<file path="src/rtl/twiddle_gen_if.sv">
`default_nettype none
// ============================================================================
// Module   : twiddle_gen_if
// Brief    : Request / sequence / output bundle for the twiddle generator.
// Revision : 1.0  initial release
// ============================================================================
interface twiddle_gen_if #(
    parameter int LOG2N = 6,
    parameter int W     = 16
);
    logic             in_valid;
    logic             in_ready;
    logic [LOG2N-1:0] idx;
    logic             inv;
    logic             seq_start;
    logic [LOG2N-1:0] seq_stride;
    logic [LOG2N:0]   seq_len;
    logic             seq_inv;
    logic             seq_busy;
    logic             out_valid;
    logic             out_ready;
    logic [W-1:0]     tw_re;
    logic [W-1:0]     tw_im;
    logic             out_last;

    modport master (
        output in_valid, idx, inv, seq_start, seq_stride, seq_len, seq_inv, out_ready,
        input  in_ready, seq_busy, out_valid, tw_re, tw_im, out_last
    );

    modport slave (
        input  in_valid, idx, inv, seq_start, seq_stride, seq_len, seq_inv, out_ready,
        output in_ready, seq_busy, out_valid, tw_re, tw_im, out_last
    );
endinterface
`default_nettype wire

</file>
<file path="src/rtl/twiddle_gen.sv">
`default_nettype none
// ============================================================================
// Module   : twiddle_gen
// Brief    : FFT twiddle generator from a quarter-wave cosine table, 2-stage.
// Revision : 1.0  initial release
// ============================================================================
module twiddle_gen #(
    parameter int LOG2N = 6,
    parameter int W     = 16
) (
    input  wire logic       clk,
    input  wire logic       reset,
    twiddle_gen_if.slave    bus
);
    localparam int         c_n       = 1 << LOG2N;
    localparam int         c_q       = c_n / 4;
    localparam logic [0:0] c_st_idle = 1'b0;
    localparam logic [0:0] c_st_seq  = 1'b1;

    function automatic logic [W-1:0] f_cos_q(input int m);
        real v;
        v = $cos(2.0 * 3.141592653589793 * real'(m) / real'(c_n)) * (2.0 ** (W - 2));
        return W'($rtoi(v + 0.5));
    endfunction

    logic [W-1:0] w_rom [0:c_q];

    for (genvar m = 0; m <= c_q; m++) begin : g_rom
        localparam logic [W-1:0] c_val = f_cos_q(m);
        assign w_rom[m] = c_val;
    end

    logic [0:0]       r_state, w_state_nx;
    logic [LOG2N-1:0] r_acc, w_acc_nx;
    logic [LOG2N:0]   r_cnt, w_cnt_nx;
    logic [LOG2N-1:0] r_stride, w_stride_nx;
    logic [LOG2N:0]   r_len, w_len_nx;
    logic             r_seq_inv, w_seq_inv_nx;

    logic             w_en, w_in_ready, w_issue, w_inv, w_last;
    logic [LOG2N-1:0] w_idx;
    logic [1:0]       w_q;
    logic [LOG2N-2:0] w_r, w_rc;
    logic [W-1:0]     w_mag_re, w_mag_im;
    logic             w_neg_re, w_neg_im;

    logic             r_s1_valid, r_s1_last, r_s1_neg_re, r_s1_neg_im;
    logic [W-1:0]     r_s1_re, r_s1_im;
    logic             r_out_valid, r_out_last;
    logic [W-1:0]     r_tw_re, r_tw_im;

    // Issue selection and sequencer next-state
    always_comb begin
        w_en          = !r_out_valid || bus.out_ready;
        w_in_ready    = w_en && (r_state == c_st_idle) && !reset;
        w_state_nx    = r_state;
        w_acc_nx      = r_acc;
        w_cnt_nx      = r_cnt;
        w_stride_nx   = r_stride;
        w_len_nx      = r_len;
        w_seq_inv_nx  = r_seq_inv;
        w_issue       = 1'b0;
        w_idx         = bus.idx;
        w_inv         = bus.inv;
        w_last        = 1'b0;
        case (r_state)
            c_st_idle: begin
                w_issue = bus.in_valid && w_in_ready;
                if (bus.seq_start && (bus.seq_len != '0)) begin
                    w_state_nx   = c_st_seq;
                    w_stride_nx  = bus.seq_stride;
                    w_len_nx     = bus.seq_len;
                    w_seq_inv_nx = bus.seq_inv;
                    w_acc_nx     = '0;
                    w_cnt_nx     = '0;
                end
            end
            default: begin
                if (w_en) begin
                    w_issue  = 1'b1;
                    w_idx    = r_acc;
                    w_inv    = r_seq_inv;
                    w_last   = (r_cnt == r_len - 1'b1);
                    w_acc_nx = r_acc + r_stride;
                    w_cnt_nx = r_cnt + 1'b1;
                    if (w_last) begin
                        w_state_nx = c_st_idle;
                    end
                end
            end
        endcase
    end

    // Quadrant fold: odd quadrants swap the table operands
    always_comb begin
        w_q      = w_idx[LOG2N-1 -: 2];
        w_r      = {1'b0, w_idx[LOG2N-3:0]};
        w_rc     = (LOG2N-1)'(c_q) - w_r;
        w_mag_re = w_q[0] ? w_rom[w_rc] : w_rom[w_r];
        w_mag_im = w_q[0] ? w_rom[w_r]  : w_rom[w_rc];
        w_neg_re = w_q[1] ^ w_q[0];
        w_neg_im = ~w_q[1] ^ w_inv;
    end

    always_ff @(posedge clk) begin
        if (reset) begin
            r_state     <= c_st_idle;
            r_acc       <= '0;
            r_cnt       <= '0;
            r_stride    <= '0;
            r_len       <= '0;
            r_seq_inv   <= 1'b0;
            r_s1_valid  <= 1'b0;
            r_s1_last   <= 1'b0;
            r_s1_neg_re <= 1'b0;
            r_s1_neg_im <= 1'b0;
            r_s1_re     <= '0;
            r_s1_im     <= '0;
            r_out_valid <= 1'b0;
            r_out_last  <= 1'b0;
            r_tw_re     <= '0;
            r_tw_im     <= '0;
        end else begin
            r_state   <= w_state_nx;
            r_acc     <= w_acc_nx;
            r_cnt     <= w_cnt_nx;
            r_stride  <= w_stride_nx;
            r_len     <= w_len_nx;
            r_seq_inv <= w_seq_inv_nx;
            if (w_en) begin
                r_s1_valid  <= w_issue;
                r_s1_last   <= w_last;
                r_s1_neg_re <= w_neg_re;
                r_s1_neg_im <= w_neg_im;
                r_s1_re     <= w_mag_re;
                r_s1_im     <= w_mag_im;
                r_out_valid <= r_s1_valid;
                r_out_last  <= r_s1_last;
                r_tw_re     <= r_s1_neg_re ? -r_s1_re : r_s1_re;
                r_tw_im     <= r_s1_neg_im ? -r_s1_im : r_s1_im;
            end
        end
    end

    assign bus.in_ready  = w_in_ready;
    assign bus.seq_busy  = (r_state == c_st_seq);
    assign bus.out_valid = r_out_valid;
    assign bus.out_last  = r_out_last;
    assign bus.tw_re     = r_tw_re;
    assign bus.tw_im     = r_tw_im;
endmodule
`default_nettype wire

</file>
<file path="src/flat_wrapper.sv">
// flat-port wrapper written by rule: the top's interface ports become plain ports
module twiddle_gen_flat 
#(
    parameter int LOG2N = 6,
    parameter int W     = 16
)
  (clk, reset, bus_in_valid, bus_idx, bus_inv, bus_seq_start, bus_seq_stride, bus_seq_len, bus_seq_inv, bus_out_ready, bus_in_ready, bus_seq_busy, bus_out_valid, bus_tw_re, bus_tw_im, bus_out_last);
  twiddle_gen_if #(.LOG2N(LOG2N), .W(W)) bus_i ();
  input  wire logic clk;
  input  wire logic reset;
  input wire logic [$bits(bus_i.in_valid)-1:0] bus_in_valid;
  input wire logic [$bits(bus_i.idx)-1:0] bus_idx;
  input wire logic [$bits(bus_i.inv)-1:0] bus_inv;
  input wire logic [$bits(bus_i.seq_start)-1:0] bus_seq_start;
  input wire logic [$bits(bus_i.seq_stride)-1:0] bus_seq_stride;
  input wire logic [$bits(bus_i.seq_len)-1:0] bus_seq_len;
  input wire logic [$bits(bus_i.seq_inv)-1:0] bus_seq_inv;
  input wire logic [$bits(bus_i.out_ready)-1:0] bus_out_ready;
  output wire logic [$bits(bus_i.in_ready)-1:0] bus_in_ready;
  output wire logic [$bits(bus_i.seq_busy)-1:0] bus_seq_busy;
  output wire logic [$bits(bus_i.out_valid)-1:0] bus_out_valid;
  output wire logic [$bits(bus_i.tw_re)-1:0] bus_tw_re;
  output wire logic [$bits(bus_i.tw_im)-1:0] bus_tw_im;
  output wire logic [$bits(bus_i.out_last)-1:0] bus_out_last;
  assign bus_i.in_valid = bus_in_valid;
  assign bus_i.idx = bus_idx;
  assign bus_i.inv = bus_inv;
  assign bus_i.seq_start = bus_seq_start;
  assign bus_i.seq_stride = bus_seq_stride;
  assign bus_i.seq_len = bus_seq_len;
  assign bus_i.seq_inv = bus_seq_inv;
  assign bus_i.out_ready = bus_out_ready;
  assign bus_in_ready = bus_i.in_ready;
  assign bus_seq_busy = bus_i.seq_busy;
  assign bus_out_valid = bus_i.out_valid;
  assign bus_tw_re = bus_i.tw_re;
  assign bus_tw_im = bus_i.tw_im;
  assign bus_out_last = bus_i.out_last;
  twiddle_gen #(.LOG2N(LOG2N), .W(W)) u_core (.clk(clk), .reset(reset), .bus(bus_i));
endmodule
</file>
<file path="config.mk">
export PLATFORM = sky130hd
export DESIGN_NAME = twiddle_gen_flat
export DESIGN_NICKNAME = d
export VERILOG_FILES = /design/src/rtl/twiddle_gen_if.sv /design/src/rtl/twiddle_gen.sv /design/src/flat_wrapper.sv
export SDC_FILE = /design/constraint.sdc
export NUM_CORES = 1
export LEC_CHECK = 0
export CAP_MARGIN = 30
export CORE_ASPECT_RATIO = 0.9
export CORE_MARGIN = 1
export CORE_UTILIZATION = 35
export DETAILED_ROUTE_END_ITERATION = 7
export DONT_BUFFER_PORTS = 1
export SETUP_SLACK_MARGIN = 0.02
export SYNTH_ARGS = -nofsm -noshare
export SYNTH_HDL_FRONTEND = slang
export SYNTH_SLANG_ARGS = --single-unit
</file>
<file path="constraint.sdc">
create_clock -name clk -period 4.39 [get_ports clk]
set_input_delay 0.878 -clock clk [delete_from_list [all_inputs] [get_ports clk]]
set_output_delay 0.878 -clock clk [all_outputs]
set_load 0.02 [all_outputs]
</file>
After elaboration in Yosys (flattened, before gate mapping):

Memory sizes are Yosys's and may differ from the RTL's.
Index checks and enable logic that the tools add are counted.

* add/subtract/negate cells: 6
* mux-type cells: 24
* bitwise logic cells: 6
* reductions and logical operators: 11
* magnitude comparators: 2
* equal/unequal tests: 2
* shift operators: 0
* divide/modulo/power cells: 0
* multiply operators: 0

Operator list (number)
* 16-bit 2-to-1 mux: 8
* 16-bit negator: 2
* 6-bit 2-to-1 mux: 5
* 7-bit 2-to-1 mux: 3
* 6-bit greater-or-equal comparator, second input constant: 2
* 1-bit 2-to-1 mux: 8
* 7-bit by 1-bit adder with 7-bit output, second input constant: 1
* 7-bit equality test: 1
* 7-bit nonzero test: 1
* 7-bit by 1-bit subtractor with 7-bit output, second input constant: 1
* 6-bit adder: 1
* 4-bit inverter with 6-bit output: 1
* 5-bit inverter with 6-bit output: 1
* 5-bit by 4-bit subtractor with 5-bit output, first input constant: 1
* 1-bit logical AND: 4
* 2-bit AND reduction: 2
* 1-bit logical NOT: 2
* 2-bit inequality test, second input constant: 1
* 1-bit inverter: 2
* 2-bit nonzero test: 1
* 1-bit XOR: 2
* 1-bit logical OR: 1

* output and inout port bits: 36
* register bits after elaboration: 98
* input port bits: 26
* memories kept: 2
* RAM bits: 0
* memory bits (read-only): 1024
* bits in latches: 0

Memory list
* (name not given): depth 32, bits a word 16, read ports 1, clocked after Yosys merged registers in 0, write ports 0, RTL line twiddle_gen.sv:100 `w_mag_im = w_q[0] ? w_rom[w_r] : w_rom[w_rc];`
* (name not given): depth 32, bits a word 16, read ports 1, clocked after Yosys merged registers in 0, write ports 0, RTL line twiddle_gen.sv:100

Logic depth before layout (Yosys ltp):

Gate-level depths: netlist of run 1.

* depth after elaboration: 10
* gate-level depth with buffers: 15
* mapped depth without buffers: 11

Least setup slack after synthesis of run 1:

No wires, ideal clock.

* kind: input-to-reg
* start point: in bus_out_ready
* end point: reg u_core.r_s1_im[1]
* arrival: 3.250 ns
* path buffers: 3
* stages on the path: 12
* setup slack: 1.045 ns
* path through: nor2b_1 > buf_2 > nor2_2 > a21boi_4 > ha_1 > ha_1 > clkbuf_1 > clkbuf_1 > a21oi_1 > o32ai_2 > nand2_1 > a221oi_1

* cells in the longest elaborated chain, start to end: 9
* elaborated cells on any way between the ends: 13
* classes of those cells: add/sub (1); mux (7); bitwise (2); reduce/logical (1); memory (2)

Ends and longest elaborated chain
* start: declaration: RTL line flat_wrapper.sv:18 `input wire logic [$bits(bus_i.out_ready)-1:0] bus_out_ready;`
* 1-bit logical OR (*): RTL line twiddle_gen.sv:54 `w_en = !r_out_valid || bus.out_ready;`
* 6-bit 2-to-1 mux: RTL line twiddle_gen.sv:79 `if (w_en) begin`
* 6-bit 2-to-1 mux: RTL line twiddle_gen.sv:66 `case (r_state)`
* 5-bit by 4-bit subtractor with 5-bit output: RTL line twiddle_gen.sv:98 `w_rc = (LOG2N-1)'(c_q) - w_r;`
* 5-bit inverter with 6-bit output (implied by the code): RTL line twiddle_gen.sv:100
* memory read 32 x 16 bit
* 16-bit 2-to-1 mux (implied by the code) (2 in a row): RTL line twiddle_gen.sv:100
* 16-bit 2-to-1 mux: RTL line twiddle_gen.sv:100
* end signal: assignment: RTL line twiddle_gen.sv:136 `r_s1_im <= w_mag_im;`
* end: declaration: RTL line twiddle_gen.sv:48 `logic [W-1:0] r_s1_re, r_s1_im;`

Mark *: on every way between the ends. The rest lies on a longest branch, timed or not. The select of a mux whose other input is x is not followed.
A chain may end at the register's enable or synchronous reset.

Final worst setup path of run 1:

* start point: reg u_core.r_state, in the netlist u_core.bus.seq_busy
* end point: reg u_core.r_s1_im[0]

* cells in the longest elaborated chain, start to end: 7
* elaborated cells on any way between the ends: 11
* classes of those cells: add/sub (1); mux (6); bitwise (2); memory (2)

Ends and longest elaborated chain
* start: declaration: RTL line twiddle_gen.sv:33 `logic [0:0] r_state, w_state_nx;`
* start signal: assignment: RTL line twiddle_gen.sv:107 `r_state <= c_st_idle;`
* start signal: assignment: RTL line twiddle_gen.sv:124 `r_state <= w_state_nx;`
* 6-bit 2-to-1 mux (*): RTL line twiddle_gen.sv:66
* 5-bit by 4-bit subtractor with 5-bit output: RTL line twiddle_gen.sv:98
* 5-bit inverter with 6-bit output (implied by the code): RTL line twiddle_gen.sv:100
* memory read 32 x 16 bit
* 16-bit 2-to-1 mux (implied by the code) (2 in a row): RTL line twiddle_gen.sv:100
* 16-bit 2-to-1 mux (*): RTL line twiddle_gen.sv:100

Marks and branches as above.

==> impl_metrics.yaml, run 1 <==
run_status:
  status: "complete, no violations"
job:
  cap_violations: 0
drt:
  drt_iter0_drc: 331
  vias: 5223
  drc: 0
  viasPerCell: 5.62
  wl_per_cell_um: 16.7
  drt-pass1-iter-count: 5
  ant_nets: 0
  finalWirelength_um: 15500
global_routing:
  grt_pass1_wl_um: 25600
  antenna_found_initial: 0
  grt_usage_pct: 18.1
  grt_pass1_vias: 4849
  grt_max_degree: 94
  overflow: 0
timing:
  finalClockSkew_ns: 0.00779
  setup_viol: 0
  tightest_slew_ns: 1.00
  fin_tns_setup_ns: 0
  max_slew_margin_pct: 32.3
  drv_slew: 0
  final.period_utilization_pct: 79.2
  fin_ws_ns: 0.913
  final_hold_viol_count: 0
  rsz0062_at_grt: "no"
  finalCriticalPeriod_ns: 3.48
  max_freq_mhz: 288
logic_synthesis:
  synthDistinctLibCells: 73
  synthFlopType: "dfxtp_1"
  yosys_register_bits: 96
  yosys_warnings: 0
  avgSynthCellArea_um2: 7.80
  syn-num-nets: 794
  synth_edf_count: 0
  synthCells: 748
  async_reset_ff_share_pct: 0
  seq_area_frac_synth_pct: 33.0
  syn-cell-area_mm2: 0.00583
floorplanning:
  core_mm2: 0.0162
  start_util_pct: 36.0
  ios: 62
  std_cell_rows: 44
  die_w_um: 138
  die_area_mm2: 0.0172
  die_h_um: 124
clock_network:
  clockBufferDepth: 2
  hold_buffers: 0
  htree_levels: 3
  cts.sinks: 96
  post-cts-setup-buffer-count: 0
  cts_made_buffers: 9
  cts_tree: "done"
  insertion_delay_ns: 0.34
  cts_resized: 0
  clk_pin_slew_ns: 0.07
  root_buffer: "clkbuf_16"
critical_path:
  startpoint_type: "flop"
  path_class: "flop to flop"
  cp_data_required_time_ns: 4.61
  crit_start: "u_core.bus.seq_busy$_SDFF_PP0_"
  slowest_delay_ns: 0.61
  cp.arrival_ns: 3.69
  crit_chain: "inv_4, o21ai_1, and2_1, ha_1, ha_1, inv_1, o211ai_1, o22ai_1, a221oi_1, a211oi_1"
  cp_slowest_cell: "ha_1"
  reg2reg_from: "u_core.bus.seq_busy$_SDFF_PP0_"
  end_kind: "flop"
  crit_top_cell: "ha_1"
  ff2ff_path_depth: 10
  crit_fanout: 24
placement:
  placed_cell_area_mm2: 0.00596
  io_buffers: 0
  hpwl_um: 11100
  pre_cts_slack_ns: 0.746
  routabilityCongestion: 0.894
pwr:
  power.leakage_nw: 2.35
  total_power_mw: 2.57
  ir_worst_vdd_mv: 0.216
  p_per_area_mw_per_mm2: 410
min_path:
  hold_start: "u_core.r_stride[4]$_SDFFE_PP0P_"
  worstHoldPathType: "flop to flop"
  min_path_cells: 2
layout:
  seq_area_mm2: 0.00192
  nFillCells: 1722
  design_area_mm2: 0.00627
  drive_gt1_share_pct: 7.75
  diodes: 0
  multiInputGateArea_mm2: 0.00362
  syn2layout_area_growth_pct: 7.55
  fin_nets: 764
[final cells by class]
class	count	share of cell area, %
well taps	207	4.13
clock inverters	6	1.18
flip-flops and latches	96	30.6
repair buffers	12	1.44
inverters	18	1.12
multi-input cells	581	57.7
clock buffers	10	3.81
[metrics by stage]
stage,hold WS [ns],std cells,utilization (%)
after global routing,0.482,930,38.8
after detailed placement,0.446,914,36.8
after CTS,0.459,930,38.8
final,0.463,930,38.8
after global placement,0.446,914,36.8
after floorplan,0.437,748,-
[cell usage in the layout (no fill, tap or decap), types with 15 or more instances in the layout]
cell type	instances
nand2_1	105
dfxtp_1	96
nor2_1	84
a21oi_1	59
o21ai_0	34
a211oi_1	33
xnor2_1	24
xor2_1	20
ha_1	19
nand3_1	17
nor3_1	17
inv_1	15
[flip-flops by register name (all words and copies together), names as in the netlist]
name                  count
u_core.r_len              7
u_core.r_s1_valid         1
u_core.r_cnt              7
u_core.r_s1_neg_re        1
u_core.bus.seq_busy       1
u_core.r_s1_re           15
u_core.r_seq_inv          1
u_core.bus.tw_re         16
u_core.bus.out_last       1
u_core.r_s1_last          1
u_core.bus.out_valid      1
u_core.r_s1_neg_im        1
u_core.r_acc              6
u_core.bus.tw_im         16
u_core.r_s1_im           15
u_core.r_stride           6
[logic make-up (layout without fill, tap and decap cells)]
logic type               Yosys count  after routing  share of synthesized area, %
AO/OA/AOI/OAI                    229            229                          27.1
XOR/XNOR                          44             44                          6.61
adder cells (fa/ha/maj)           20             20                          4.42
buffers and inverters             71             46                          5.26
flip-flops                        96             96                          33.0
multiplexers                      13             13                          2.53
AND/OR/NAND/NOR                  275            275                          21.1
[report_power, final]
group          total (mW)  switching [mW]  internal [mW]
sequential           1.14           0.165          0.970
combinational       0.615           0.359          0.255
clock               0.821           0.355          0.466
[routing by layer]
layer  wire, um  vias to the layer above  global-route usage [%]
met5          0                        -                       0
met4        265                        0                    5.75
met3        978                       17                    4.08
met2       6610                      151                    27.6
met1       7670                     2404                    25.1
li1           -                     2651                       -
[critical path, delay by kind of cell, from the launching register on]
family	cells	cell delay (ns)
buffers and inverters	2	0.34
AOI/OAI and AO/OA	5	1.11
adders and majority gates	2	0.86
and+or+nand+nor	1	0.44
DFF	1	0.59
[path summary, 6_finish.rpt]
path / endpoint / slack (ns)
max: u_core.r_s1_im[0]$_SDFFE_PP0N_ / 0.91
min: u_core.r_stride[4]$_SDFFE_PP0P_ / 0.46
max reg2reg: u_core.r_s1_im[0]$_SDFFE_PP0N_ / 0.91
min reg2reg: u_core.r_stride[4]$_SDFFE_PP0P_ / 0.46
[Yosys cell counts (all sizes together) (3+ instances only)]
library cell / instances / share of area, %
dfxtp: 96 / 33
nor3b: 5 / 0.64
a221oi: 7 / 1.1
a211oi: 35 / 4.7
xor2: 20 / 3.0
nor3: 17 / 1.5
or4: 7 / 0.97
mux2: 4 / 0.77
o21ai: 38 / 3.3
nand3: 17 / 1.5
or3: 5 / 0.54
inv: 18 / 1.2
xnor2: 24 / 3.6
a31oi: 8 / 0.86
nor2b: 6 / 0.64
o22ai: 8 / 0.97
a21o: 4 / 0.51
buf: 17 / 1.7
a21boi: 4 / 0.71
o41ai: 3 / 0.45
o31ai: 9 / 1.2
ha: 19 / 4.1
and2: 3 / 0.32
a22oi: 8 / 1.0
or2: 4 / 0.43
o211ai: 11 / 1.6
a32oi: 4 / 0.60
a311oi: 7 / 1.1
nand4: 4 / 0.54
nand2b: 4 / 0.43
a21oi: 59 / 5.1
o32ai: 3 / 0.58
nor4: 5 / 0.54
nand2: 105 / 6.8
mux2i: 8 / 1.4
and3: 6 / 0.64
o311ai: 4 / 0.60
nor2: 85 / 5.5
clkbuf: 36 / 2.3
Note: power is estimated with default switching activity, not from simulation.
==> run 2: changes to the inputs <==
==> constraint.sdc (replaced) <==
create_clock -name clk -period 3.2 [get_ports clk]
set_input_delay 0.64 -clock clk [delete_from_list [all_inputs] [get_ports clk]]
set_output_delay 0.64 -clock clk [all_outputs]
set_load 0.02 [all_outputs]
==> impl_metrics.yaml, run 2 (synthesis gave the netlist of run 1 again) <==
timing:
  finalCriticalPeriod_ns: 2.81
  final.period_utilization_pct: 87.7
  setup_viol: 0
  rsz0062_at_grt: "no"
  tightest_slew_ns: 0.873
  drv_slew: 0
  final_hold_viol_count: 0
  fin_tns_setup_ns: 0
  max_freq_mhz: 356
  whs_ns: 0.367
  max_slew_margin_pct: 41.8
  finalClockSkew_ns: 0.00840
pwr:
  swShare_pct: 33.3
  p_per_area_mw_per_mm2: 561
  p_int_mw: 2.39
  pwr-share-seq_pct: 43.3
  combPwrFrac_pct: 25.0
  ir_worst_vdd_mv: 0.283
  power.leakage_nw: 2.42
  clkPwrFrac_pct: 31.7
  p_switching_mw: 1.19
clock_network:
  clk_pin_slew_ns: 0.07
  clockBufferDepth: 2
  htree_levels: 3
  cts_tree: "done"
  insertion_delay_ns: 0.34
  root_buffer: "clkbuf_16"
  cts_made_buffers: 9
  cts.sinks: 96
floorplanning:
  core_mm2: 0.0162
  std_cell_rows: 44
  die_area_mm2: 0.0172
  ios: 62
  die_h_um: 124
  die_w_um: 138
  start_util_pct: 36.0
global_routing:
  grt_pass1_vias: 5023
  grt_max_degree: 94
  grt_pass1_wl_um: 27300
  grt_usage_pct: 19.6
  antenna_found_initial: 0
  overflow: 0
critical_path:
  end_kind: "flop"
  cp_data_required_time_ns: 3.44
  path_class: "flop to flop"
  crit_fanout: 11
  startpoint_type: "flop"
  cp.arrival_ns: 3.04
drt:
  drc: 0
  ant_nets: 0
  drt_iter0_drc: 413
  drt-pass1-iter-count: 5
  vias: 5401
  finalWirelength_um: 16500
  viasPerCell: 5.72
  wl_per_cell_um: 17.5
layout:
  diodes: 0
  syn2layout_area_growth_pct: 9.40
  layout_commonest_cell: "nand2_1"
  drive_gt1_share_pct: 9.36
  fin_nets: 780
  postLayoutCoreUtil_pct: 39.4
  layout_common_cells: "nand2_1, dfxtp_1, nor2_1, a21oi_1, o21ai_0"
min_path:
  worstHoldPathType: "primary input to flop"
job:
  cap_violations: 0
placement:
  routabilityCongestion: 0.902
  io_buffers: 0
  hpwl_um: 11700
run_status:
  status: "complete, no violations"
==> run 2: cell count changes in the layout (fill, tap and decap cells not counted) <==
cell	before	now
buf_4	12	27
bufinv_16	1	2
clkbuf_1	0	2
clkbuf_2	0	1
clkbuf_8	1	0
clkinv_4	0	1
clkinvlp_4	2	0
dfxtp_1	96	95
dfxtp_2	0	1
inv_6	2	0
inv_8	1	0
==> run 2: path summary, 6_finish.rpt <==
| kind | to | slack (ns) | cells past startpoint | startpoint |
|---|---|---|---|---|
| worst max register to register | u_core.r_s1_im[1]$_SDFFE_PP0N_ | 0.39 | 10 | u_core.bus.out_valid$_SDFFE_PP0N_ |
| worst min register to register | u_core.r_stride[3]$_SDFFE_PP0P_ | 0.46 | 2 | u_core.r_stride[3]$_SDFFE_PP0P_ |
| worst max-delay path | u_core.r_s1_im[1]$_SDFFE_PP0N_ | 0.39 | 10 | u_core.bus.out_valid$_SDFFE_PP0N_ |
| worst min-delay path | u_core.bus.tw_im[9]$_SDFFE_PP0N_ | 0.37 | 1 | reset |
==> run 2: what timing repair did <==
item / in CTS / in global routing
resized for setup: 0 / 1
setup buffers: 0 / 1
endpoints found under the setup margin: 0 / 1
hold buffers: 0 / 0
==> run 2: per-stage QoR <==
stage / setup slack, ns / instance area [um^2] / cells / power [mW]
2_1_floorplan: 0.0930 / 5830 / 748 / 2.23
3_3_place_gp: 0.304 / 6060 / 928 / 2.46
3_5_place_dp: 0.227 / 6060 / 928 / 2.46
4_1_cts: 0.238 / 6370 / 942 / 3.61
5_1_grt: 0.110 / 6380 / 944 / 3.79
6_report: 0.392 / 6380 / 944 / 3.58
==> run 2: power groups by stage <==
stage	combinational, mW	sequential [mW]	clock [mW]
after floorplan	0.706	1.53	0
after global placement	0.882	1.58	0
after global routing	1.00	1.57	1.22
after detailed placement	0.883	1.58	0
final	0.895	1.55	1.13
after CTS	0.887	1.55	1.17
==> run 2: area by class of cell <==
class,instances,area [um^2]
flip-flops and latches,96,1920
clock inverters,3,68.8
repair buffers,28,208
well taps,207,259
inverters,18,70.1
multi-input cells,581,3620
clock buffers,11,233
fillers,1733,9810
==> run 2: layer usage <==
metal,wire length [um],global-route usage (%),vias to the layer above
met5,0,0,-
met4,292,6.53,0
met3,1260,5.23,20
met2,6960,28.4,213
met1,8000,27.7,2482
li1,-,-,2686
==> run 2: worst max-delay path, cell delays in order, from the launching register on <==
cell and delay, ns:
dfxtp_2 0.43, nor2b_4 0.27, o21ai_1 0.10, and2_1 0.17, ha_1 0.19, ha_1 0.44, nor3_1 0.33, o2bb2ai_1 0.13
o32ai_2 0.28, nand2_1 0.09, a221oi_1 0.26
==> run 3: changes to the inputs <==
--- a/config.mk
+++ b/config.mk
@@ -12,6 +12,7 @@
 export DETAILED_ROUTE_END_ITERATION = 7
 export DONT_BUFFER_PORTS = 1
 export SETUP_SLACK_MARGIN = 0.02
+export SKIP_CTS_REPAIR_TIMING = 1
 export SYNTH_ARGS = -nofsm -noshare
 export SYNTH_HDL_FRONTEND = slang
 export SYNTH_SLANG_ARGS = --single-unit
==> results of run 3 <==
The final DEF is identical to that of run 2; final timing and power are the same.
